**src/rtl/sprind_alu_seq.sv**
```systemverilog
`default_nettype none
// ============================================================================
// Module   : sprind_alu_seq
// Brief    : Single-issue ALU sequencer (IDLE -> EXEC -> WB) with flags
//            register. Optional condition evaluator: SPRIND_ALU_SEQ_COND_EN.
// Revision : 1.0  initial release
// ============================================================================
module sprind_alu_seq #(
    parameter int WIDTH       = 16,
    parameter int ALU_LATENCY = 1
) (
    input  logic             clk,
    input  logic             rst,
    input  logic             i_req_valid,
    output logic             o_req_ready,
    input  logic [4:0]       i_req_opcode,
    input  logic [WIDTH-1:0] i_req_a,
    input  logic [WIDTH-1:0] i_req_b,
    input  logic [2:0]       i_req_rd,
    input  logic             i_req_setflags,
    output logic [4:0]       o_alu_opcode,
    output logic [WIDTH-1:0] o_alu_input0,
    output logic [WIDTH-1:0] o_alu_input1,
    input  logic [WIDTH-1:0] i_alu_result,
    input  logic             i_alu_carry,
    input  logic             i_alu_overflow,
    input  logic             i_alu_zero,
    input  logic             i_alu_sign,
    output logic             o_wb_valid,
    input  logic             i_wb_ready,
    output logic [2:0]       o_wb_rd,
    output logic [WIDTH-1:0] o_wb_data,
    output logic [3:0]       o_flags
`ifdef SPRIND_ALU_SEQ_COND_EN
    ,
    input  logic [2:0]       i_cond,
    output logic             o_cond_true
`endif
);

    localparam logic [1:0] S_IDLE = 2'd0;
    localparam logic [1:0] S_EXEC = 2'd1;
    localparam logic [1:0] S_WB   = 2'd2;

    localparam logic [2:0] c_CNT_LAST = 3'(ALU_LATENCY - 1);

    logic [1:0] r_state;
    logic [1:0] w_next_state;
    logic [2:0] r_cnt;
    logic       r_setflags;
    logic [2:0] r_rd;
    logic       w_accept;
    logic       w_capture;
    logic       w_cnt_last;

    assign w_cnt_last = (r_cnt == c_CNT_LAST);

    always_ff @(posedge clk) begin
        if (rst) begin
            r_state <= S_IDLE;
        end else begin
            r_state <= w_next_state;
        end
    end

    always_comb begin
        w_next_state = r_state;
        case (r_state)
            S_IDLE: if (w_accept) w_next_state = S_EXEC;
            S_EXEC: if (w_cnt_last) w_next_state = S_WB;
            S_WB: begin
                if (i_wb_ready) begin
                    w_next_state = w_accept ? S_EXEC : S_IDLE;
                end
            end
            default: w_next_state = S_IDLE;
        endcase
    end

    // Ready in WB depends combinationally on i_wb_ready so a new request can
    // overlap the writeback handshake without a bubble.
    always_comb begin
        o_req_ready = 1'b0;
        o_wb_valid  = 1'b0;
        w_capture   = 1'b0;
        if (!rst) begin
            o_req_ready = (r_state == S_IDLE) || ((r_state == S_WB) && i_wb_ready);
        end
        o_wb_valid = (r_state == S_WB);
        w_capture  = (r_state == S_EXEC) && w_cnt_last;
        w_accept   = i_req_valid && o_req_ready;
    end

    always_ff @(posedge clk) begin
        if (rst) begin
            r_cnt <= 3'd0;
        end else if (w_accept) begin
            r_cnt <= 3'd0;
        end else if ((r_state == S_EXEC) && !w_cnt_last) begin
            r_cnt <= r_cnt + 3'd1;
        end
    end

    always_ff @(posedge clk) begin
        if (rst) begin
            o_alu_opcode <= 5'd0;
            o_alu_input0 <= '0;
            o_alu_input1 <= '0;
            r_rd         <= 3'd0;
            r_setflags   <= 1'b0;
            o_wb_rd      <= 3'd0;
            o_wb_data    <= '0;
            o_flags      <= 4'b0000;
        end else begin
            if (w_accept) begin
                o_alu_opcode <= i_req_opcode;
                o_alu_input0 <= i_req_a;
                o_alu_input1 <= i_req_b;
                r_rd         <= i_req_rd;
                r_setflags   <= i_req_setflags;
            end
            if (w_capture) begin
                o_wb_data <= i_alu_result;
                o_wb_rd   <= r_rd;
                if (r_setflags) begin
                    o_flags <= {i_alu_carry, i_alu_overflow, i_alu_zero, i_alu_sign};
                end
            end
        end
    end

`ifdef SPRIND_ALU_SEQ_COND_EN
    // o_flags = {C, V, Z, S}
    always_comb begin
        o_cond_true = 1'b0;
        case (i_cond)
            3'd0: o_cond_true = o_flags[1];
            3'd1: o_cond_true = !o_flags[1];
            3'd2: o_cond_true = o_flags[3];
            3'd3: o_cond_true = !o_flags[3];
            3'd4: o_cond_true = o_flags[0];
            3'd5: o_cond_true = o_flags[0] ^ o_flags[2];
            3'd6: o_cond_true = !(o_flags[0] ^ o_flags[2]);
            default: o_cond_true = 1'b1;
        endcase
    end
`endif

endmodule
`default_nettype wire

```
**config.mk**
```make
export PLATFORM = sky130hd
export DESIGN_NAME = sprind_alu_seq
export DESIGN_NICKNAME = d
export VERILOG_FILES = /design/src/rtl/sprind_alu_seq.sv
export SDC_FILE = /design/constraint.sdc
export NUM_CORES = 1
export LEC_CHECK = 0
export ABC_CLOCK_PERIOD_IN_PS = 1400
export BUFFER_PORTS_ARGS = -buffer_cell sky130_fd_sc_hd__buf_2
export CORE_MARGIN = 2
export CORE_UTILIZATION = 42
export CTS_CLUSTER_SIZE = 8
export DETAILED_ROUTE_END_ITERATION = 7
export GPL_TIMING_DRIVEN = 0
export HOLD_SLACK_MARGIN = 0.08
export PLACE_DENSITY = 0.86
export REMOVE_ABC_BUFFERS = 1
export SETUP_SLACK_MARGIN = 0.15
export SKIP_CTS_REPAIR_TIMING = 1
export SYNTH_ARGS = -nofsm -noshare
export SYNTH_HDL_FRONTEND = slang
export SYNTH_SLANG_ARGS = --single-unit
```
**constraint.sdc**
```tcl
create_clock -name clk -period 1.4 [get_ports clk]
set_clock_uncertainty 0.2 [all_clocks]
set_input_delay 0.14 -clock clk [delete_from_list [all_inputs] [get_ports clk]]
set_output_delay 0.14 -clock clk [all_outputs]
set_load 0.05 [all_outputs]
```
-- Word-level counts from Yosys, hierarchy flattened
Cells that the tools add are included.
- flip-flop bits (word level): 69
- bits of input ports: 65
- output and inout bits: 62
- word-level logic and storage cells: 33
- add/subtract/negate cells: 1
- equality and inequality tests: 5
- mux-type cells: 6
- reduce and logical (&&, ||, !) cells: 11
- operator list (operator ; count):
    two-way mux 2 bit ; 3
    one-hot mux 2 bit (3 select lines) ; 1
    logical AND 1 bit ; 4
    inequality test 2 bit, second input constant ; 2
    adder 3 x 1 -> 3 bit, second input constant ; 1
    zero test 3 bit ; 1
    AND reduction 3 bit ; 1
    equality test 2 x 1 -> 1 bit, second input constant ; 1
    equality test 2 bit, second input constant ; 1
    zero test 2 bit ; 1
    two-way mux 1 bit ; 2
    inequality test 2 x 1 -> 1 bit, second input constant ; 1
    AND reduction 2 bit ; 1
    OR reduction 2 bit ; 1
    zero test 1 bit ; 1
    logical OR 1 bit ; 1

-- Logic depth before layout (Yosys ltp)
Gate-level depths: netlist (run 1).
- depth after elaboration: 8
- mapped depth: 6
- mapped depth without buffers: 5

-- Worst setup path before layout (run 1)
No wires, ideal clock.
- kind: reg2reg
- start: register r_cnt[0]
- end: register r_cnt[2]
- library setup time: 0.070 ns
- arrival time: 1.201 ns
- data required time: 1.130 ns
- setup slack: -0.071 ns
- cell stages (with the launch flop): 5
- buffers on the path: 0
- period minus slack after synthesis: 1.471 ns
- cell sequence: dfxtp_1 > inv_1 > ha_1 > or4_1 > a21oi_1
- longest elaborated chain between the ends: 3
- elaborated cells on any way between the ends: 4
- classes of those cells: 1 x add/sub; 3 x reduce/logical
- RTL lines (element ; RTL line ; source):
    start, declared ; 49 ; logic [2:0] r_cnt;
    start signal, assigned ; 100 ; r_cnt <= r_cnt + 3'd1;
    branches (longest 3 deep; another with adder 3 x 1 -> 3 bit) ; n/a ;
Parallel ways; which one is timed is not known.
A chain may end at the register's enable or synchronous reset.

-- Final worst setup path (run 1)
- start: register r_state[0]
- end: output port o_req_ready
- longest elaborated chain between the ends: 4
- elaborated cells on any way between the ends: 5
- classes of those cells: 1 x eq/ne; 1 x mux; 3 x reduce/logical
- RTL lines (element ; RTL line ; source):
    start, declared ; 47 ; logic [1:0] r_state;
    start signal, assigned ; 62 ; r_state <= w_next_state;
    equality test 2 bit ; 87 ; o_req_ready = (r_state == S_IDLE) || ((r_state == S_WB) && i_wb_ready);
    logical AND 1 bit ; 87 ;
    logical OR 1 bit * ; 87 ;
    two-way mux 1 bit * ; 86 ; if (!rst) begin
    end, declared ; 15 ; output logic o_req_ready,
Mark *: on every way between the ends. The rest lies on a longest branch, timed or not.

==> results of run 1 <==
==> worst reg2reg max path, delay by kind of cell, from the launching register on <==
| kind | cells | cell delay [ps] |
|---|---|---|
| buffers and inverters | 1 | 170 |
| flip-flops | 1 | 380 |
| multiplexers | 1 | 350 |
| AND/OR/NAND/NOR | 2 | 330 |
==> power by group through the flow <==
| stage | Combinational [µW] | Clock (µW) | Sequential, µW |
|---|---|---|---|
| 2_1_floorplan | 302 | 0 | 2550 |
| 3_3_place_gp | 924 | 0 | 2180 |
| 3_5_place_dp | 939 | 0 | 2180 |
| 4_1_cts | 940 | 1610 | 2140 |
| 5_1_grt | 1330 | 1700 | 2170 |
| 6_report | 1280 | 1590 | 2160 |
==> metrics by stage <==
step           setup TNS, ps  instance area, µm²
2_1_floorplan         -23870                2790
3_3_place_gp          -60470                3520
3_5_place_dp          -64420                3520
4_1_cts               -48690                3720
5_1_grt                -9340                5000
6_report               -5980                5000
==> cells by family after synthesis <==
| logic type | synth area share |
|---|---|
| buffers and inverters | 0.0410 |
| muxes | 0.210 |
| AOI/OAI and AO/OA | 0.0635 |
| and+or+nand+nor | 0.200 |
| adders and majority gates | 0.00864 |
| DFF | 0.477 |
==> sequential cells by signal (all words and copies together) (netlist names), 3 cells and up <==
| name | flops |
|---|---|
| r_cnt | 3 |
| o_alu_input0 | 16 |
| o_alu_opcode | 5 |
| r_rd | 3 |
| o_flags | 4 |
| o_alu_input1 | 16 |
| o_wb_data | 16 |
| o_wb_rd | 3 |
==> cell usage after synthesis (2+ instances only) <==
library cell	instances
a21oi_1	28
buf_2	5
clkbuf_1	3
o21ai_0	7
nand3_1	6
ha_1	2
mux2_4	39
mux2_2	2
nand2_1	39
nand2b_1	4
buf_4	3
inv_1	4
dfxtp_1	69
buf_6	4
nor2b_1	15
and2b_1	28
==> metal layers <==
metal / vias to the layer above / routed length, µm / global-route usage
li1: 1330 / - / -
met1: 1319 / 3860 / 0.170
met2: 122 / 5250 / 0.271
met3: 24 / 584 / 0.0445
met4: 0 / 253 / 0.0739
met5: - / 0 / 0
==> layout make-up <==
| class | instances | area [µm²] | area share |
|---|---|---|---|
| multi-input combinational | 189 | 1690 | 0.339 |
| inverter | 4 | 15.0 | 0.00301 |
| sequential | 69 | 1390 | 0.279 |
| tap | 80 | 100 | 0.0200 |
| clock inverter | 4 | 47.5 | 0.00952 |
| timing repair buffer | 197 | 1600 | 0.321 |
| clock buffer | 12 | 145 | 0.0291 |
==> final timing paths <==
check	slack, ps	cells past startpoint	to
worst max-delay path	-160	3	o_req_ready
worst min-delay path	40	2	o_wb_data[4]
worst max register to register	-150	4	o_alu_input1[14]
worst min register to register	250	2	o_wb_rd[0]
==> results.json, run 1 <==
{
  "run_status": "complete, but fails checks",
  "violations": "negative setup slack",
  "drtAntennaViolNets": 0,
  "cts_max_level": 3,
  "die_h_um": 87.0,
  "cp_max_fo": 5,
  "p_seq_frac": 0.429,
  "overflow": 0,
  "p_int_uw": 3530,
  "syn_inst": 266,
  "endpoint_kind": "primary output",
  "final_cells": 555,
  "finalMaxSlewViolations": 0,
  "p_sw_frac": 0.297,
  "power_density_mw_per_mm2": 1010,
  "period_share": 1.12,
  "worstSetupPathType": "reg2out",
  "ys_ff_latch": 69,
  "startpoint": "r_state[0]",
  "vias": 2795,
  "dpl_worst_slack_ps": -1110,
  "cts_buffers": 9,
  "clk_latency_ps": 340,
  "synth_top_area_share": 0.477,
  "layout_setup_ws_ps": -162,
  "cp_num_buf_inv": 1,
  "io_pins": 127,
  "cp_cell_sequence": "nor2_4 -> and2_4 -> buf_8",
  "area_growth_pct": 72.5,
  "p_sw_uw": 1500,
  "grt_pass1_wl_mm": 9.30,
  "synthTopCellsByArea": "dfxtp_1 (48%), mux2_4 (20%), and2b_1 (7.3%), nand2_1 (5.1%), a21oi_1 (4.8%)",
  "async_reset_ff_frac": 0,
  "initial_core_util": 0.431,
  "cts_num_sinks": 69,
  "syn_avg_cell_area_um2": 10.9,
  "hp-start": "rst",
  "slowest_stage": "dfxtp_4",
  "start_kind": "flip-flop",
  "synth_ff_type": "dfxtp_1",
  "hold_viol": 0,
  "coreArea_mm2": 0.00672,
  "cts_tree": "built",
  "post-route-drc-count": 0,
  "cellLeakagePower_uw": 0.00233,
  "dp.cells": 457,
  "clk_path_buf_depth": 2,
  "fin_nets": 537,
  "finalSetupViolations": 69,
  "yosys.area.top_type": "dfxtp_1",
  "worst_slew_pin_slew_ps": 482,
  "yosysWarnings": 0,
  "wirelength_mm": 9.95,
  "power_frac_clock": 0.316,
  "hp-class": "in2reg",
  "dp.final_hpwl_mm": 4.07,
  "synth_edf_count": 0,
  "relSlewSlack": 0.679,
  "track_usage": 0.154,
  "r2r_start": "r_state[0]",
  "die_area_mm2": 0.00758,
  "diodes": 0,
  "fillCellCount": 415,
  "rows": 30,
  "holdWs_ps": 38.4,
  "fin_util": 0.744,
  "fin_total_pwr_uw": 5030,
  "drt_first_pass_iters": 4,
  "drv_cap": 0,
  "die_x_um": 87.0,
  "grt_pass1_vias": 2128,
  "routabilityCongestion": 0.759,
  "path_clk_slew_ps": 80,
  "max_stage_delay_ps": 380,
  "cp.arrival_ps": 1220,
  "grt_max_degree": 69,
  "wl_per_cell_um": 17.9,
  "post-route-min-period_ps": 1560,
  "antenna_found_initial": 0,
  "ir_worst_vdd_mv": 0.641,
  "syn_area_mm2": 0.00290,
  "grt_setup_unrepaired": "yes",
  "max_freq_mhz": 640,
  "layout-drive-gt1-share": 0.484,
  "root_buffer": "clkbuf_8",
  "first_iter_violations": 118,
  "final_cell_mix": "buf_2 (63), dfxtp_1 (63), dlygate4sd3_1 (62)",
  "combPwrFrac": 0.255,
  "synth_cell_types": 24,
  "place.port_buffers": 126,
  "yosysSeqAreaShare": 0.477,
  "via_per_inst": 5.04,
  "critPathTopFamily": "flip-flops",
  "required_ps": 1060
}
(Power assumes the default switching activity.)
==> inputs of run 2 (changes only) <==
- ABC_CLOCK_PERIOD_IN_PS: 1400 -> 1500
- PLACE_DENSITY: 0.86 -> 0.83
- clock period: 1.4 -> 1.5 ns (I/O delays scaled with it)
==> run 2 against run 1 <==
Compared with the run above:
- the run still ends with negative setup slack left
- critical path depth grew 2
- via count shrank 0.93%
- die area did not move
- clock power decreased by 20%
- final area down 4.6%
- combinational power fell by 13%
- core utilization is 3.4 points lower
- clock-buffer cell count up 1
- sequential power fell by 7%
- global-route usage is 0.42 points lower
- critical path type is now reg2reg
- first-iteration DRC count decreased by 30%
- power is 13% lower
==> results.json, run 2 (same netlist as run 1, synthesis figures left out) <==
{
  "hp-class": "in2reg",
  "violations": "negative setup slack",
  "final_common_cell": "buf_2",
  "hold_depth": 2,
  "area_growth_pct": 64.5,
  "root_buffer": "clkbuf_8",
  "cts_buffers": 9,
  "clk_latency_ps": 320,
  "overflow": 0,
  "cp_max_fo": 11,
  "cts_num_sinks": 69,
  "grt_pass1_wl_mm": 8.97,
  "finalMaxSlewViolations": 0,
  "path_clk_slew_ps": 70,
  "cellLeakagePower_uw": 0.00233,
  "cts_max_level": 3,
  "power_frac_clock": 0.288,
  "vias": 2769,
  "start_kind": "flip-flop",
  "r2r_start": "r_state[0]",
  "run_status": "complete, but fails checks",
  "hold_viol": 0,
  "routabilityCongestion": 0.821,
  "fin_util": 0.709,
  "wl_per_cell_um": 16.4,
  "drv_cap": 0,
  "endpoint_kind": "flip-flop",
  "combPwrFrac": 0.256,
  "rows": 30,
  "period_share": 1.03,
  "holdPathEnd": "o_wb_data[6]",
  "p_sw_frac": 0.303,
  "layout-drive-gt1-share": 0.479,
  "worst_slew_pin_slew_ps": 481,
  "post-route-drc-count": 0,
  "required_ps": 1510,
  "finalSetupViolations": 23,
  "power_density_mw_per_mm2": 921,
  "hp-start": "rst",
  "fin_nets": 541,
  "diodes": 0,
  "first_iter_violations": 83,
  "final_cell_mix": "buf_2 (122), dfxtp_1 (65), dlygate4sd3_1 (62)",
  "track_usage": 0.150,
  "die_area_mm2": 0.00758,
  "p_int_uw": 3060,
  "final_area_mm2": 0.00477,
  "drt_first_pass_iters": 6,
  "grt_max_degree": 69,
  "startpoint": "r_state[0]",
  "grt_pass1_vias": 2082,
  "post-route-min-period_ps": 1540,
  "max_freq_mhz": 648,
  "p_seq_frac": 0.456,
  "die_h_um": 87.0,
  "grt_setup_unrepaired": "yes",
  "reg_top3": "o_alu_input0 (16), o_alu_input1 (16), o_wb_data (16)",
  "drtAntennaViolNets": 0,
  "r2r_cells": 5,
  "cts_tree": "built",
  "antenna_found_initial": 0,
  "relSlewSlack": 0.679,
  "reg2reg_to": "o_alu_input1[0]",
  "ir_worst_vdd_mv": 0.596,
  "p_sw_uw": 1330,
  "worstSetupPathType": "reg2reg",
  "coreArea_mm2": 0.00672,
  "wirelength_mm": 9.14,
  "die_x_um": 87.0,
  "cp.arrival_ps": 1560,
  "via_per_inst": 4.96,
  "ff2ff_setup_slack_ps": -40,
  "io_pins": 127,
  "initial_core_util": 0.431,
  "dp.final_hpwl_mm": 4.04,
  "dpl-instance-area_mm2": 0.00352,
  "clk_path_buf_depth": 2,
  "place.port_buffers": 126,
  "layout_setup_ws_ps": -42.8,
  "holdWs_ps": 27.2
}
## run 2: worst max-delay path, stage by stage, from the launching register on
cell and delay [ps]:
dfxtp_4 360, nor2_4 180, buf_4 160, nand3_4 60
buf_12 170, mux2_4 300
## run 2: cell type report
class | count | area (µm²)
clock buffer | 13 | 149
clock inverter | 2 | 10.0
fill | 446 | 1950
inverter | 4 | 15.0
multi-input combinational | 188 | 1670
sequential | 69 | 1390
tap | 80 | 100
timing repair buffer | 202 | 1430
## run 2: how the worst max path moves through the flow
stage,cells past startpoint,slack (ps),to
after floorplan,5,-330,o_flags[0]
after CTS,5,-870,o_flags[2]
after global routing,3,-90,o_req_ready
final,5,-40,o_alu_input1[0]
after detailed placement,4,-990,o_alu_input1[12]
after global placement,4,-960,o_alu_input1[12]
## run 2: metrics by stage
stage	power [µW]	setup WS, ps	instances	setup TNS [ps]
3_5_place_dp	2910	-990	457	-56700
3_3_place_gp	2890	-956	457	-53640
2_1_floorplan	2660	-332	251	-17200
6_report	4390	-42.8	558	-472
4_1_cts	4180	-873	472	-41180
5_1_grt	4560	-92.8	558	-2220
## run 2: power by group through the flow
stage	Clock, µW	Combinational [µW]	Sequential, µW
floorplan	0	282	2380
global placement	0	863	2030
detailed placement	0	878	2030
CTS	1300	879	2000
global route	1380	1170	2010
finish	1270	1120	2000
## run 2: metal layers
layer  global-route usage  vias up  part of all wire
li1                     -     1322                 -
met1                0.166     1303              0.38
met2                0.260      126              0.54
met3               0.0483       18             0.063
met4               0.0682        0             0.022
met5                    0        -                 0
==> inputs of run 3 (changes only) <==
- PLACE_DENSITY: 0.83 -> 0.73
==> run 3 against run 2 <==
Compared with the run above:
- the run still ends with negative setup slack left
- register-to-register slack about the same
- clock power up 18%
- sequential power about the same
- largest power group unchanged
- clock-buffer cell count down 4
- critical endpoint is now o_req_ready
- non-clock buffer count down 8
- power up 4.5%
- largest cell class unchanged
- core utilization down 1.2 points
==> results.json, run 3 (same netlist as run 1, synthesis figures left out) <==
{
  "worst_slew_pin_slew_ps": 637,
  "fillCellCount": 487,
  "final_cell_mix": "buf_2 (122), dfxtp_1 (65), dlygate4sd3_1 (62)",
  "fin_nets": 534,
  "dp.cells": 457,
  "grt_setup_unrepaired": "yes",
  "die_h_um": 87.0,
  "dp.final_hpwl_mm": 3.83,
  "power_density_mw_per_mm2": 978,
  "wirelength_mm": 8.53,
  "area_growth_pct": 61.8,
  "hp-class": "in2reg",
  "die_area_mm2": 0.00758,
  "clk_path_buf_depth": 2,
  "first_iter_violations": 73,
  "cts_num_sinks": 69,
  "track_usage": 0.150,
  "holdWs_ps": 143,
  "required_ps": 1150,
  "cts_max_level": 3,
  "worstSetupPathType": "reg2out",
  "start_kind": "flip-flop",
  "routabilityCongestion": 0.757,
  "finalSetupViolations": 19,
  "ir_worst_vdd_mv": 0.804,
  "drtAntennaViolNets": 0,
  "vias": 2713,
  "cp.depth": 3,
  "die_x_um": 87.0,
  "slowest_stage": "dfxtp_4",
  "cp_max_fo": 5,
  "grt_max_degree": 69,
  "hold_depth": 2,
  "cp.arrival_ps": 1200,
  "grt_pass1_vias": 2072,
  "violations": "negative setup slack",
  "grt_pass1_wl_mm": 9.01,
  "cts_buffers": 9,
  "endpoint_kind": "primary output",
  "root_buffer": "clkbuf_8",
  "drt_first_pass_iters": 4,
  "final_common_cell": "buf_2",
  "post-route-drc-count": 0,
  "via_per_inst": 4.91,
  "coreArea_mm2": 0.00672,
  "post-route-min-period_ps": 1550,
  "reg_top3": "o_alu_input0 (16), o_alu_input1 (16), o_wb_data (16)",
  "relSlewSlack": 0.576,
  "max_freq_mhz": 646,
  "clk_latency_ps": 340,
  "path_clk_slew_ps": 80,
  "finalMaxSlewViolations": 0,
  "hold_viol": 0,
  "rows": 30,
  "layout-drive-gt1-share": 0.456,
  "r2r_cells": 4,
  "cts_tree": "built",
  "critPathTopFamily": "flip-flops",
  "antenna_found_initial": 0,
  "initial_core_util": 0.431,
  "layout_setup_ws_ps": -48.6,
  "wl_per_cell_um": 15.5,
  "overflow": 0,
  "cellLeakagePower_uw": 0.00228,
  "max_stage_delay_ps": 370,
  "drv_cap": 0,
  "cp_cell_sequence": "nor2_4 -> and2_4 -> buf_8",
  "period_share": 1.03,
  "diodes": 0,
  "final_cells": 552,
  "cp_num_buf_inv": 1,
  "io_pins": 127,
  "place.port_buffers": 126,
  "run_status": "complete, but fails checks"
}
-- run 3: stage by stage --
stage	cell area [µm²]	setup WS (ps)	util	total power [µW]	setup TNS (ps)
2_1_floorplan	2790	-332	-	2660	-17200
4_1_cts	3720	-867	0.554	4420	-41510
6_report	4690	-48.6	0.698	4580	-352
3_3_place_gp	3520	-980	0.524	2900	-55200
5_1_grt	4690	-98.5	0.698	4760	-2790
3_5_place_dp	3520	-996	0.524	2910	-56550
-- run 3: area by class of cell --
type / instances / area [µm²] / share of cell area
Tap cell: 80 / 100 / 0.0214
Clock buffer: 9 / 124 / 0.0264
Sequential cell: 69 / 1390 / 0.297
Timing Repair Buffer: 194 / 1350 / 0.287
Inverter: 4 / 15.0 / 0.00320
Multi-Input combinational cell: 189 / 1640 / 0.349
Clock inverter: 7 / 75.1 / 0.0160
-- run 3: path summary, 6_finish.rpt --
kind	start	to	slack, ps
setup / recovery	r_state[0]	o_req_ready	-50
hold / removal	rst	o_wb_data[11]	140
setup reg to reg	r_state[0]	o_alu_input0[8]	-40
hold reg to reg	r_rd[1]	o_wb_rd[1]	250
-- run 3: layer usage --
| layer | vias up | GRT usage | share of wire |
|---|---|---|---|
| li1 | 1316 | - | - |
| met1 | 1277 | 0.167 | 0.38 |
| met2 | 109 | 0.248 | 0.53 |
| met3 | 11 | 0.0701 | 0.068 |
| met4 | 0 | 0.0597 | 0.016 |
| met5 | - | 0 | 0 |
-- run 3: report_power, final --
group          switching, µW  internal (µW)
clock network            730            772
registers               54.4           1940
logic                    624            464
total                   1410           3180
-- run 3: worst register-to-register path: cells and delay by family, from the launching register on --
| kind | cells | cell delay [ps] |
|---|---|---|
| multiplexers | 1 | 340 |
| buffers and inverters | 1 | 170 |
| flip-flops | 1 | 370 |
| AND/OR/NAND/NOR | 2 | 340 |
